$ cat config.mk
export PLATFORM = sky130hd
export DESIGN_NAME = sh7604_mac_fetch
export DESIGN_NICKNAME = d
export VERILOG_FILES = /design/src/rtl/sh7604_mac_fetch_pkg.sv /design/src/rtl/sh7604_mac_fetch.sv
export SDC_FILE = /design/constraint.sdc
export NUM_CORES = 1
export LEC_CHECK = 0
export BUFFER_PORTS_ARGS = -buffer_cell sky130_fd_sc_hd__buf_2
export CAP_MARGIN = 20
export CORE_MARGIN = 10
export CORE_UTILIZATION = 50
export DETAILED_ROUTE_END_ITERATION = 10
export GPL_TIMING_DRIVEN = 0
export PLACE_DENSITY_LB_ADDON = 0.1
export RECOVER_POWER = 50
export SLEW_MARGIN = 30
export SYNTH_ARGS = -nofsm -noshare
export SYNTH_HDL_FRONTEND = slang
export SYNTH_SLANG_ARGS = --single-unit
$ cat constraint.sdc
create_clock -name CLK -period 2.88 [get_ports CLK]
set_input_delay 0.288 -clock CLK [delete_from_list [all_inputs] [get_ports CLK]]
set_output_delay 0.288 -clock CLK [all_outputs]
set_load 0.05 [all_outputs]
$ cat src/rtl/sh7604_mac_fetch_pkg.sv
// Shared encodings for the SH7604 MAC operand-fetch sequencer.
package sh7604_mac_fetch_pkg;

   localparam logic [3:0] OP_MACL   = 4'b1001;
   localparam logic [3:0] OP_MACW   = 4'b1011;
   localparam logic [3:0] OP_CLRMAC = 4'b1111;

   localparam logic [1:0] SEL_MA  = 2'b01;
   localparam logic [1:0] SEL_MB  = 2'b10;
   localparam logic [1:0] SEL_CLR = 2'b11;

   typedef enum logic [2:0] {
      S_IDLE,
      S_WAITM,
      S_RD1,
      S_DLV1,
      S_RD2,
      S_DLV2,
      S_WB,
      S_CLR
   } mac_state_e;

   function automatic logic [31:0] op_size(input logic long_acc);
      return long_acc ? 32'd4 : 32'd2;
   endfunction

   function automatic logic addr_ok(input logic [31:0] a, input logic long_acc);
      return long_acc ? (a[1:0] == 2'b00) : (a[0] == 1'b0);
   endfunction

endpackage

$ cat src/rtl/sh7604_mac_fetch.sv
// Operand fetch for MAC.L/MAC.W @Rm+,@Rn+ and CLRMAC forwarding to the MULT unit.
module sh7604_mac_fetch
   import sh7604_mac_fetch_pkg::*;
(
   input  logic        CLK,
   input  logic        RST_N,
   input  logic        CE_R,
   input  logic        EN,
   input  logic        RES_N,
   input  logic        CMD_VALID,
   input  logic [3:0]  CMD_OP,
   input  logic        CMD_S,
   input  logic [3:0]  RN_IDX,
   input  logic [3:0]  RM_IDX,
   input  logic [31:0] RN_VAL,
   input  logic [31:0] RM_VAL,
   output logic        CMD_READY,
   output logic        MEM_REQ,
   output logic [31:0] MEM_A,
   output logic        MEM_LONG,
   input  logic        MEM_ACK,
   input  logic [31:0] MEM_DI,
   output logic [1:0]  MAC_SEL,
   output logic [3:0]  MAC_OP,
   output logic        MAC_S,
   output logic        MAC_WE,
   output logic [31:0] MAC_A,
   output logic [31:0] MAC_DO,
   input  logic        MAC_BUSY,
   output logic        RN_WE,
   output logic        RM_WE,
   output logic [31:0] RN_NEW,
   output logic [31:0] RM_NEW,
   output logic        ADDR_ERR
);

   mac_state_e  state;
   logic        clr_q;
   logic        long_q;
   logic [3:0]  rn_idx_q;
   logic [3:0]  rm_idx_q;
   logic [31:0] rn_q;
   logic [31:0] rm_q;
   logic        mac_we_q;
   logic        rn_we_q;
   logic        rm_we_q;
   logic        addr_err_q;

   logic [31:0] sz;
   logic [31:0] rd2_addr;
   logic        same_reg;
   logic        cmd_ok;

   always_comb begin
      sz       = op_size(long_q);
      same_reg = (rn_idx_q == rm_idx_q);
      rd2_addr = same_reg ? (rn_q + sz) : rm_q;
      cmd_ok   = CMD_VALID &&
                 ((CMD_OP == OP_MACL) || (CMD_OP == OP_MACW) || (CMD_OP == OP_CLRMAC));
   end

   assign CMD_READY = (state == S_IDLE);

   // Strobe registers hold across EN-low cycles; gating here keeps them off while frozen.
   assign MAC_WE   = mac_we_q   & EN;
   assign RN_WE    = rn_we_q    & EN;
   assign RM_WE    = rm_we_q    & EN;
   assign ADDR_ERR = addr_err_q & EN;

   always_ff @(posedge CLK or negedge RST_N) begin
      if (!RST_N) begin
         state      <= S_IDLE;
         clr_q      <= 1'b0;
         long_q     <= 1'b0;
         rn_idx_q   <= '0;
         rm_idx_q   <= '0;
         rn_q       <= '0;
         rm_q       <= '0;
         mac_we_q   <= 1'b0;
         rn_we_q    <= 1'b0;
         rm_we_q    <= 1'b0;
         addr_err_q <= 1'b0;
         MEM_REQ    <= 1'b0;
         MEM_A      <= '0;
         MEM_LONG   <= 1'b0;
         MAC_SEL    <= '0;
         MAC_OP     <= '0;
         MAC_S      <= 1'b0;
         MAC_A      <= '0;
         MAC_DO     <= '0;
         RN_NEW     <= '0;
         RM_NEW     <= '0;
      end else if (CE_R) begin
         if (!RES_N) begin
            state      <= S_IDLE;
            MEM_REQ    <= 1'b0;
            mac_we_q   <= 1'b0;
            rn_we_q    <= 1'b0;
            rm_we_q    <= 1'b0;
            addr_err_q <= 1'b0;
         end else if (EN) begin
            mac_we_q   <= 1'b0;
            rn_we_q    <= 1'b0;
            rm_we_q    <= 1'b0;
            addr_err_q <= 1'b0;
            case (state)
               S_IDLE: begin
                  if (cmd_ok) begin
                     MAC_OP   <= CMD_OP;
                     MAC_S    <= CMD_S;
                     clr_q    <= (CMD_OP == OP_CLRMAC);
                     long_q   <= (CMD_OP == OP_MACL);
                     rn_idx_q <= RN_IDX;
                     rm_idx_q <= RM_IDX;
                     rn_q     <= RN_VAL;
                     rm_q     <= RM_VAL;
                     state    <= S_WAITM;
                  end
               end
               S_WAITM: begin
                  if (!MAC_BUSY) begin
                     if (clr_q) begin
                        mac_we_q <= 1'b1;
                        MAC_SEL  <= SEL_CLR;
                        state    <= S_CLR;
                     end else if (addr_ok(rn_q, long_q)) begin
                        MEM_A    <= rn_q;
                        MEM_LONG <= long_q;
                        MEM_REQ  <= 1'b1;
                        state    <= S_RD1;
                     end else begin
                        addr_err_q <= 1'b1;
                        state      <= S_IDLE;
                     end
                  end
               end
               S_RD1: begin
                  if (MEM_REQ && MEM_ACK) begin
                     MEM_REQ  <= 1'b0;
                     mac_we_q <= 1'b1;
                     MAC_SEL  <= SEL_MA;
                     MAC_A    <= MEM_A;
                     MAC_DO   <= MEM_DI;
                     state    <= S_DLV1;
                  end
               end
               S_DLV1: begin
                  if (addr_ok(rd2_addr, long_q)) begin
                     MEM_A   <= rd2_addr;
                     MEM_REQ <= 1'b1;
                     state   <= S_RD2;
                  end else begin
                     addr_err_q <= 1'b1;
                     state      <= S_IDLE;
                  end
               end
               S_RD2: begin
                  if (MEM_REQ && MEM_ACK) begin
                     MEM_REQ  <= 1'b0;
                     mac_we_q <= 1'b1;
                     MAC_SEL  <= SEL_MB;
                     MAC_A    <= MEM_A;
                     MAC_DO   <= MEM_DI;
                     state    <= S_DLV2;
                  end
               end
               S_DLV2: begin
                  // @Rn+ and @Rm+ on the same register advance it twice
                  rn_we_q <= 1'b1;
                  if (same_reg) begin
                     RN_NEW <= rn_q + (sz << 1);
                  end else begin
                     RN_NEW  <= rn_q + sz;
                     RM_NEW  <= rm_q + sz;
                     rm_we_q <= 1'b1;
                  end
                  state <= S_WB;
               end
               S_WB:    state <= S_IDLE;
               S_CLR:   state <= S_IDLE;
               default: state <= S_IDLE;
            endcase
         end
      end
   end

endmodule
---- Yosys cells after proc, flatten, opt, wreduce, memory -nomap -nowiden ----
Index checks and enable logic that the tools add are counted.
word-level totals
  output and inout port bits .............. 174
  register bits ........................... 250
  input bits .............................. 117
  logic and storage cells ................. 135
operators by class
  bitwise gates (word level) .............. 9
  reduce and logical (&&, ||, !) cells .... 21
  add/subtract/negate cells ............... 3
  muxes and demuxes ....................... 53
  eq/ne operators ......................... 28
operators by type and width
  operator                                              count
  2-to-1 mux 32 bit                                     6
  adder 32 x 3 -> 32 bit                                2
  case mux 32 bit (2 select lines)                      1
  adder 32 x 4 -> 32 bit                                1
  2-to-1 mux 1 bit                                      27
  2-to-1 mux 3 bit                                      9
  AND reduction 8 bit                                   3
  case mux 3 bit (7 select lines)                       1
  != test 3 bit (second input constant)                 6
  != test 2 bit (second input constant)                 8
  AND reduction 5 bit                                   3
  equality test 3 bit (second input constant)           4
  equality test 4 bit (second input constant)           3
  2-to-1 mux 2 bit                                      5
  AND reduction 7 bit                                   1
  equality test 3 x 2 -> 1 bit (second input constant)  2
  != test 3 x 2 -> 1 bit (second input constant)        2
  case mux 2 bit (3 select lines)                       1
  AND reduction 6 bit                                   1
  NOT 1 bit                                             5
  bitwise AND 1 bit                                     4
  equality test 4 bit                                   1
  logical NOT 2 bit                                     2
  != test 4 x 2 -> 1 bit (second input constant)        1
  other kinds (11)                                      15

---- Longest topological paths before layout ----
Gate-level depths: netlist of the first run.
  depth after elaboration ................. 9
  depth in mapped cells ................... 10
  depth with buffers taken out ............ 10

---- Worst setup path before layout of the first run ----
No wires, ideal clock.
  path kind ............................... register to register
  start point ............................. reg state[1]
  end point ............................... reg rm_q[22]
  stages on the path, launching flop included .. 8
  library setup time ...................... 0.125 ns
  path buffers ............................ 3
  period minus slack after synthesis ...... 2.882 ns
  data required time ...................... 2.755 ns
  setup slack ............................. -0.002 ns
  data arrival time ....................... 2.757 ns
  path through ............................ dfrtp_1 buf_2 nor3_1 nand2_1 nor2_1 buf_2 buf_2 mux2_2
between the ends
  longest elaborated chain between the ends .. 2
RTL lines
  element                        RTL line                 text
  from (decl)                    sh7604_mac_fetch.sv:37   mac_state_e state;
  from (signal assigned)         sh7604_mac_fetch.sv:72   state <= S_IDLE;
  from (signal assigned)         sh7604_mac_fetch.sv:95   state <= S_IDLE;
  from (signal assigned)         sh7604_mac_fetch.sv:117  state <= S_WAITM;
  logical NOT 3 bit              --
  via CMD_READY                  sh7604_mac_fetch.sv:17   output logic CMD_READY,
  AND reduction 5 bit (no line)  --
  to (signal assigned)           sh7604_mac_fetch.sv:78   rm_q <= '0;
  to (signal assigned)           sh7604_mac_fetch.sv:116  rm_q <= RM_VAL;
  to (decl)                      sh7604_mac_fetch.sv:43   logic [31:0] rm_q;
The timed path passes the listed nets, and every way through them passes these cells.
A chain may end at the register's enable or synchronous reset.

---- Worst setup path in the final report of the first run ----
  start point ............................. reg long_q
  end point ............................... reg MEM_A[21]
between the ends
  longest elaborated chain between the ends .. 7
  elaborated cells between the ends (all ways) .. 11
  classes of those cells .................. 1 x add/sub; 2 x eq/ne; 6 x mux; 2 x reduce/logical
RTL lines
  element                        RTL line                    text
  from (decl)                    sh7604_mac_fetch.sv:39      logic long_q;
  from (signal assigned)         sh7604_mac_fetch.sv:112     long_q <= (CMD_OP == OP_MACL);
  2-to-1 mux 3 bit               sh7604_mac_fetch_pkg.sv:24  return long_acc ? 32'd4 : 32'd2;
  adder 32 x 3 -> 32 bit         sh7604_mac_fetch.sv:57      rd2_addr = same_reg ? (rn_q + sz) : rm_q;
  2-to-1 mux 32 bit              sh7604_mac_fetch.sv:57
  logical NOT 2 bit              sh7604_mac_fetch_pkg.sv:28  return long_acc ? (a[1:0] == 2'b00) : (a[0] == 1'b0);
  2-to-1 mux 1 bit               sh7604_mac_fetch_pkg.sv:28
  != test 2 bit (no line)        --
  AND reduction 8 bit (no line)  --
  to (signal assigned)           sh7604_mac_fetch.sv:127     MEM_A <= rn_q;
  to (signal assigned)           sh7604_mac_fetch.sv:149     MEM_A <= rd2_addr;
  to (decl)                      sh7604_mac_fetch.sv:19      output logic [31:0] MEM_A,
Several ways; a longest one is shown, not always the timed one. The select of a mux whose other input is x is not followed.

==> results_dict.tcl, run 1 <==
set metrics [dict create \
    final_layout_worst_hold_slack_ns 0.0115 \
    cts.htree.levels 1 \
    drc_errors 0 \
    yosys.area_share.xor_xnor_pct 4.53 \
    yosysUniqueCellTypes 88 \
    final_instance_area_mm2 0.0161 \
    synth_area_mm2 0.0124 \
    synthesis.instances 1137 \
    worst_setup_path_end_kind "flop" \
    failing_checks "capacitance limit, slew limit" \
    tritoncts "built" \
    run_status "finished, violations left" \
    regToRegEndpoint "MEM_A[21]" \
    critPathMaxFanout 6 \
    grt_pass1_vias 11000 \
    antenna_violating_nets_post_route 0 \
    tns_ns 0 \
    synth_top_cell_by_area "dfrtp_1" \
    tritoncts.num_buffers 27 \
    synth_commonest_cells "dfrtp_1 (250), mux2_2 (136), nand2_1 (132)" \
    area.sequential_mm2 0.00626 \
    clock_skew_ns 0.0245 \
    track_usage_pct 26.7 \
    postSynthRegisterBits 250 \
    area_share_of_and_or_nand_nor_cells_after_synthesis_pct 13.8 \
    route.vias.total 10600 \
    synthArstFlopShare_pct 100 \
    rows 57 \
    post_synth_mux_area_share_pct 13.7 \
    fin_util_pct 66.3 \
    worst-r2r-setup-slack_ns 0.07 \
    postRouteWirelength_um 43100 \
    synth_top_area_share_pct 50.5 \
    coreArea_mm2 0.0243 \
    grt_max_degree 73 \
    die_area_mm2 0.0314 \
    timing.final.max_slew_violations 59 \
    footprint_of_the_multi_input_gates_mm2 0.00561 \
    most_common_flop_cell_mapped_by_yosys "dfrtp_1" \
    start_kind "flop" \
    detail_route.vias_per_cell 5.58 \
    detail_route.wl_per_cell_um 22.6 \
    synth.top_cells.by_area "dfrtp_1 (51%), mux2_2 (12%), nand2_1 (4.0%), o21ai_0 (3.9%), xnor2_1 (3.0%)" \
    final_cell_count_no_fill 1905 \
    worst-slew-pin-transition_ns 1.54 \
    yosysWarningCount 0 \
    synthAdderAreaFrac_pct 1.09 \
    numPlacedInstances 1753 \
    clock_latency_ns 0.55 \
    synthesis.area_per_instance_um2 10.9 \
    synth_enable_flop_cells 0 \
    finish.net_count 1687 \
    synth-seq-area-share_pct 50.5 \
    boundaryPins 291 \
    finalPower_mw 14.8 \
    max_cap_viol_count 1 \
    place.gp.congestion 0.940 \
    detail_route.first_pass.iterations 7 \
    postSynthNetCount 1263 \
    cts.root.buffer_cell "clkbuf_16" \
    global_route_wire_length_before_repair_um 65500 \
    io_buffer_count 289 \
    fin_ws_ns 0.0716 \
    timing.fmax_mhz 356 \
    synth_compound_area_share_pct 11.7 \
    finalWorstPathRequiredPeriod_ns 2.81 \
    starting_utilization_of_the_core_area_pct 50.9 \
    power.leakage_nw 7.39 \
    grt_antenna_before_repair 1 \
    place_area_mm2 0.0143 \
    clock-sinks 250 \
    final_layout_size_suffix_gt1_share_pct 27.4 \
    synth_most_common_cell "dfrtp_1" \
    pre_cts_ws_ns -0.535 \
    rr_startpoint "long_q" \
    setup_violations 0 \
    combinational_family_with_the_most_area_after_synthesis "simple AND/OR/NAND/NOR gates" \
    global_route_total_overflow 0 \
    clkSlewWorstSetupHoldPaths_ns 0.06 \
    report.final.hold_viol_count 0 \
    r2r_cells 9 \
    min_path_type "primary input to flop" \
    floorplan.die.width_um 177 \
    timing.setup.critical_path_class "flop to flop" \
    fillCellCount 2028 \
    timing.hold.worst.start "MEM_DI[22]" \
    cts_max_path_buffers 3 \
    worstPathRequired_ns 3.36 \
    critical_path_arrival_ns 3.29 \
    endpoint "MEM_A[21]" \
    crit_start "long_q" \
    period_share_pct 97.5 \
    drt_iter0_markers 783 \
    relSlewSlack_pct -2.61 \
    floorplan.die.height_um 177 \
    power_density_mw_per_mm2 920 \
    layout-area-overhead-vs-synth_pct 30.3 \
    post-dp-hpwl_um 31100 \
    vdd_drop_max_mv 0.745 \
]
[layout make-up]
cell class | count | share of cell area, %
plain buffers | 81 | 2.93
flip-flops and latches | 250 | 38.8
well taps | 324 | 2.51
clock inverters | 8 | 1.04
diodes | 1 | 0.0155
multi-input cells | 780 | 34.8
repair buffers | 395 | 14.4
inverters | 26 | 0.628
clock buffers | 40 | 4.86
[state kept, by name, indices dropped and copies added, names as in the netlist, 32 cells and up]
| register | flops |
|---|---|
| rn_q | 32 |
| RM_NEW | 32 |
| MAC_A | 32 |
| rm_q | 32 |
| MAC_DO | 32 |
| MEM_A | 32 |
| RN_NEW | 32 |
[power breakdown]
part | switching (mW) | leakage (nW) | internal [mW] | total, mW
logic | 4.37 | 3.58 | 1.80 | 6.17
clock network | 1.42 | 0.463 | 2.32 | 3.74
registers | 0.674 | 3.35 | 4.25 | 4.92
total | 6.47 | 7.39 | 8.36 | 14.8
[logic make-up (layout without fill, tap and decap cells)]
| logic type | Yosys count | in the layout |
|---|---|---|
| xor+xnor | 64 | 64 |
| flops | 250 | 250 |
| other cells | 0 | 1 |
| simple gates | 330 | 330 |
| buf+inv | 107 | 550 |
| compound gates | 229 | 229 |
| fa+ha+maj | 9 | 9 |
| mux | 148 | 148 |
[worst max-delay path, cell delays in order (launching register included)]
cell and delay [ns]:
dfrtp_2 0.44, clkinvlp_4 0.16, ha_1 0.24, fa_2 0.29
nand3_2 0.17, or4_4 0.64, o31ai_1 0.26, a21oi_1 0.12
nor4_2 0.32, a21o_1 0.12
[worst min-delay path by stage]
stage,to,slack [ns],cells after the start
floorplan,MAC_A[0],-0.008,0
global placement,MAC_OP[0],0.45,1
detailed placement,mac_we_q,0.25,1
CTS,rm_q[14],0.003,2
global route,MAC_DO[22],0.002,2
finish,MAC_DO[22],0.01,2
[timing repair]
item / 4_1_cts / 5_1_grt
endpoints found under the hold margin: 150 / 1
gates resized for setup: 7 / 8
hold buffers: 93 / 1
pin swaps: 1 / 2
setup endpoints to repair: 39 / 10
setup buffers: 9 / 0
[per-layer routing]
metal | share of wire, % | track usage (%)
met5 | 0 | 0
met4 | 3.6 | 9.55
met3 | 6.5 | 4.97
met2 | 48 | 44.6
met1 | 41 | 34.0
[placed cells by master (no fill, tap or decap), types with 6 or more instances in the layout]
master and count:
a21o_1 12, a21oi_1 41, a31oi_1 7, and2_1 10, and3_1 9, buf_2 170
buf_4 12, buf_6 12, clkbuf_1 177, clkbuf_16 27, clkbuf_2 7, clkbuf_8 9
dfrtp_1 249, dlygate4sd3_1 94, ha_1 6, inv_1 25, mux2_2 136, nand2_1 132
nand3_1 29, nand4_1 25, nor2_1 55, nor3_1 11, nor4_1 7, o21ai_0 96
o21ai_1 8, o22ai_1 6, xnor2_1 43, xor2_1 21
No activity file was read; power rests on OpenSTA's default activity.
==> run 2: changes to the inputs <==
--- a/config.mk
+++ b/config.mk
@@ -7,8 +7,10 @@
 export LEC_CHECK = 0
 export BUFFER_PORTS_ARGS = -buffer_cell sky130_fd_sc_hd__buf_2
 export CAP_MARGIN = 20
+export CELL_PAD_IN_SITES_DETAIL_PLACEMENT = 1
+export CELL_PAD_IN_SITES_GLOBAL_PLACEMENT = 1
 export CORE_MARGIN = 10
-export CORE_UTILIZATION = 50
+export CORE_UTILIZATION = 42
 export DETAILED_ROUTE_END_ITERATION = 10
 export GPL_TIMING_DRIVEN = 0
 export PLACE_DENSITY_LB_ADDON = 0.1
==> results_dict.tcl, run 2 (synthesized netlist as in run 1, its figures left out) <==
set metrics [dict create \
    tns_ns 0 \
    global_route_total_overflow 0 \
    vdd_drop_max_mv 0.568 \
    postRouteWirelength_um 47400 \
    max_cap_viol_count 1 \
    clock_skew_ns 0.0150 \
    rsz0062_at_grt "false" \
    detail_route.wl_per_cell_um 23.9 \
    buffers_inverters_on_critical_path 4 \
    coreArea_mm2 0.0289 \
    failing_checks "capacitance limit, slew limit" \
    most-common-layout-cells "dfrtp_1 (249), buf_2 (227), mux2_2 (136)" \
    cts_max_path_buffers 3 \
    layout-area-overhead-vs-synth_pct 33.1 \
    clock_latency_ns 0.58 \
    cts.root.buffer_cell "clkbuf_16" \
    timing.critical_path.max_delay_family "buffers and inverters" \
    most_frequent_standard_cell_in_the_layout_excluding_fill_and_tap_cells "dfrtp_1" \
    route.vias.total 10800 \
    tritoncts.num_buffers 30 \
    critical_path.most_common_cell "buf_2" \
    worst-slew-pin-transition_ns 2.03 \
    timing.final.max_slew_violations 40 \
    starting_utilization_of_the_core_area_pct 42.9 \
    timing.fmax_mhz 357 \
    antenna_violating_nets_post_route 0 \
    report.final.hold_viol_count 0 \
    floorplan.die.width_um 192 \
    r2r_cells 7 \
    critPathMaxFanout 10 \
    floorplan.die.height_um 192 \
    run_status "finished, violations left" \
    post-dp-hpwl_um 34200 \
    final_layout_size_suffix_gt1_share_pct 30.6 \
    die_area_mm2 0.0367 \
    start_kind "flop" \
    cp_peak_stage_delay_ns 0.66 \
    worst_hold_path_stage_count 4 \
    crit_path_cell_trace "buf_2 -> buf_2 -> nand2_1 -> clkbuf_1 -> buf_1 -> o22ai_1 -> mux2_2" \
    detail_route.first_pass.iterations 5 \
    numPlacedInstances 1813 \
    finish.net_count 1700 \
    clock-sinks 250 \
    worst_path_max_delay_cell "buf_1" \
    tritoncts "built" \
    timing.setup.critical_path_class "flop to flop" \
    drt_iter0_markers 635 \
    finalPower_mw 15.2 \
    rows 62 \
    grt_max_degree 85 \
    worst_setup_path_end_kind "flop" \
    fin_util_pct 57.1 \
    detail_route.vias_per_cell 5.46 \
    critical_path_arrival_ns 3.26 \
    final_cell_count_no_fill 1984 \
    cts.htree.levels 1 \
    grt_antenna_before_repair 3 \
    global_route_wire_length_before_repair_um 72400 \
    io_buffer_count 289 \
    worstPathRequired_ns 3.34 \
    clkSlewWorstSetupHoldPaths_ns 0.06 \
    power.leakage_nw 7.73 \
    timing.critical_path.depth 7 \
    grt_pass1_vias 12000 \
    power_density_mw_per_mm2 922 \
    track_usage_pct 25.3 \
    drc_errors 0 \
    period_share_pct 97.2 \
    place.gp.congestion 0.899 \
    final_layout_worst_hold_slack_ns 0.0973 \
    relSlewSlack_pct -35.4 \
    boundaryPins 291 \
    finalWorstPathRequiredPeriod_ns 2.80 \
    setup_violations 0 \
    min_path_type "primary input to flop" \
]
[run 2: cell types whose count changed in the layout (fill, tap and decap cells not counted), moves of 2 or more]
cell,before,now
clkbuf_2,7,4
clkinv_2,2,4
clkbuf_16,27,30
diode_2,1,3
clkbuf_8,9,12
buf_4,12,8
clkbuf_1,177,123
clkinvlp_4,2,0
buf_2,170,227
dlygate4sd3_1,94,108
bufinv_16,5,2
[run 2: final timing paths]
kind                           from         end  slack, ns
max                        state[1]    MEM_A[4]       0.08
min                            CE_R     MEM_REQ        0.1
max reg2reg                state[1]    MEM_A[4]       0.08
min reg2reg                 rn_we_q     rn_we_q       0.47
max in group asynchronous     RST_N    rm_q[25]       0.44
min in group asynchronous     RST_N  RN_NEW[12]       0.94
[run 2: where the power goes]
part	switching, mW	leakage (nW)	total, mW	internal, mW
Clock	1.54	0.500	3.87	2.33
Combinational	4.43	3.88	6.31	1.87
Sequential	0.767	3.35	5.01	4.25
Total	6.74	7.73	15.2	8.45
[run 2: repair_timing]
item | in CTS | in global routing
resized for setup | 7 | 7
setup endpoints to repair | 41 | 10
hold buffers | 108 | 0
pin swaps | 2 | 2
endpoints found under the hold margin | 147 | 0
setup buffers | 2 | 3
[run 2: through the flow]
stage,instance area (um2),setup WS (ns)
2_1_floorplan,12400,0.336
3_3_place_gp,14300,-3.12
3_5_place_dp,14400,-0.582
4_1_cts,16500,0.00739
5_1_grt,16500,0.00280
6_report,16500,0.0800
[run 2: worst min-delay path: stages]
cell,delay (ns)
buf_2,0.11
inv_1,0.07
o21ai_0,0.09
nand3_1,0.08
[run 2: routing by layer]
layer	wire, um	GRT usage (%)	up-vias
li1	-	-	4926
met1	19400	31.7	5473
met2	23200	42.8	341
met3	3160	4.84	85
met4	1630	9.01	0
met5	0	0	-
[run 2: cell type report]
type	count	area, um2
antenna	3	7.51
buffer	81	470
clock buffer	48	908
clock inverter	7	110
fill	3202	12400
inverter	26	100
multi-input combinational	780	5600
sequential	250	6260
tap	384	480
timing repair buffer	405	2540
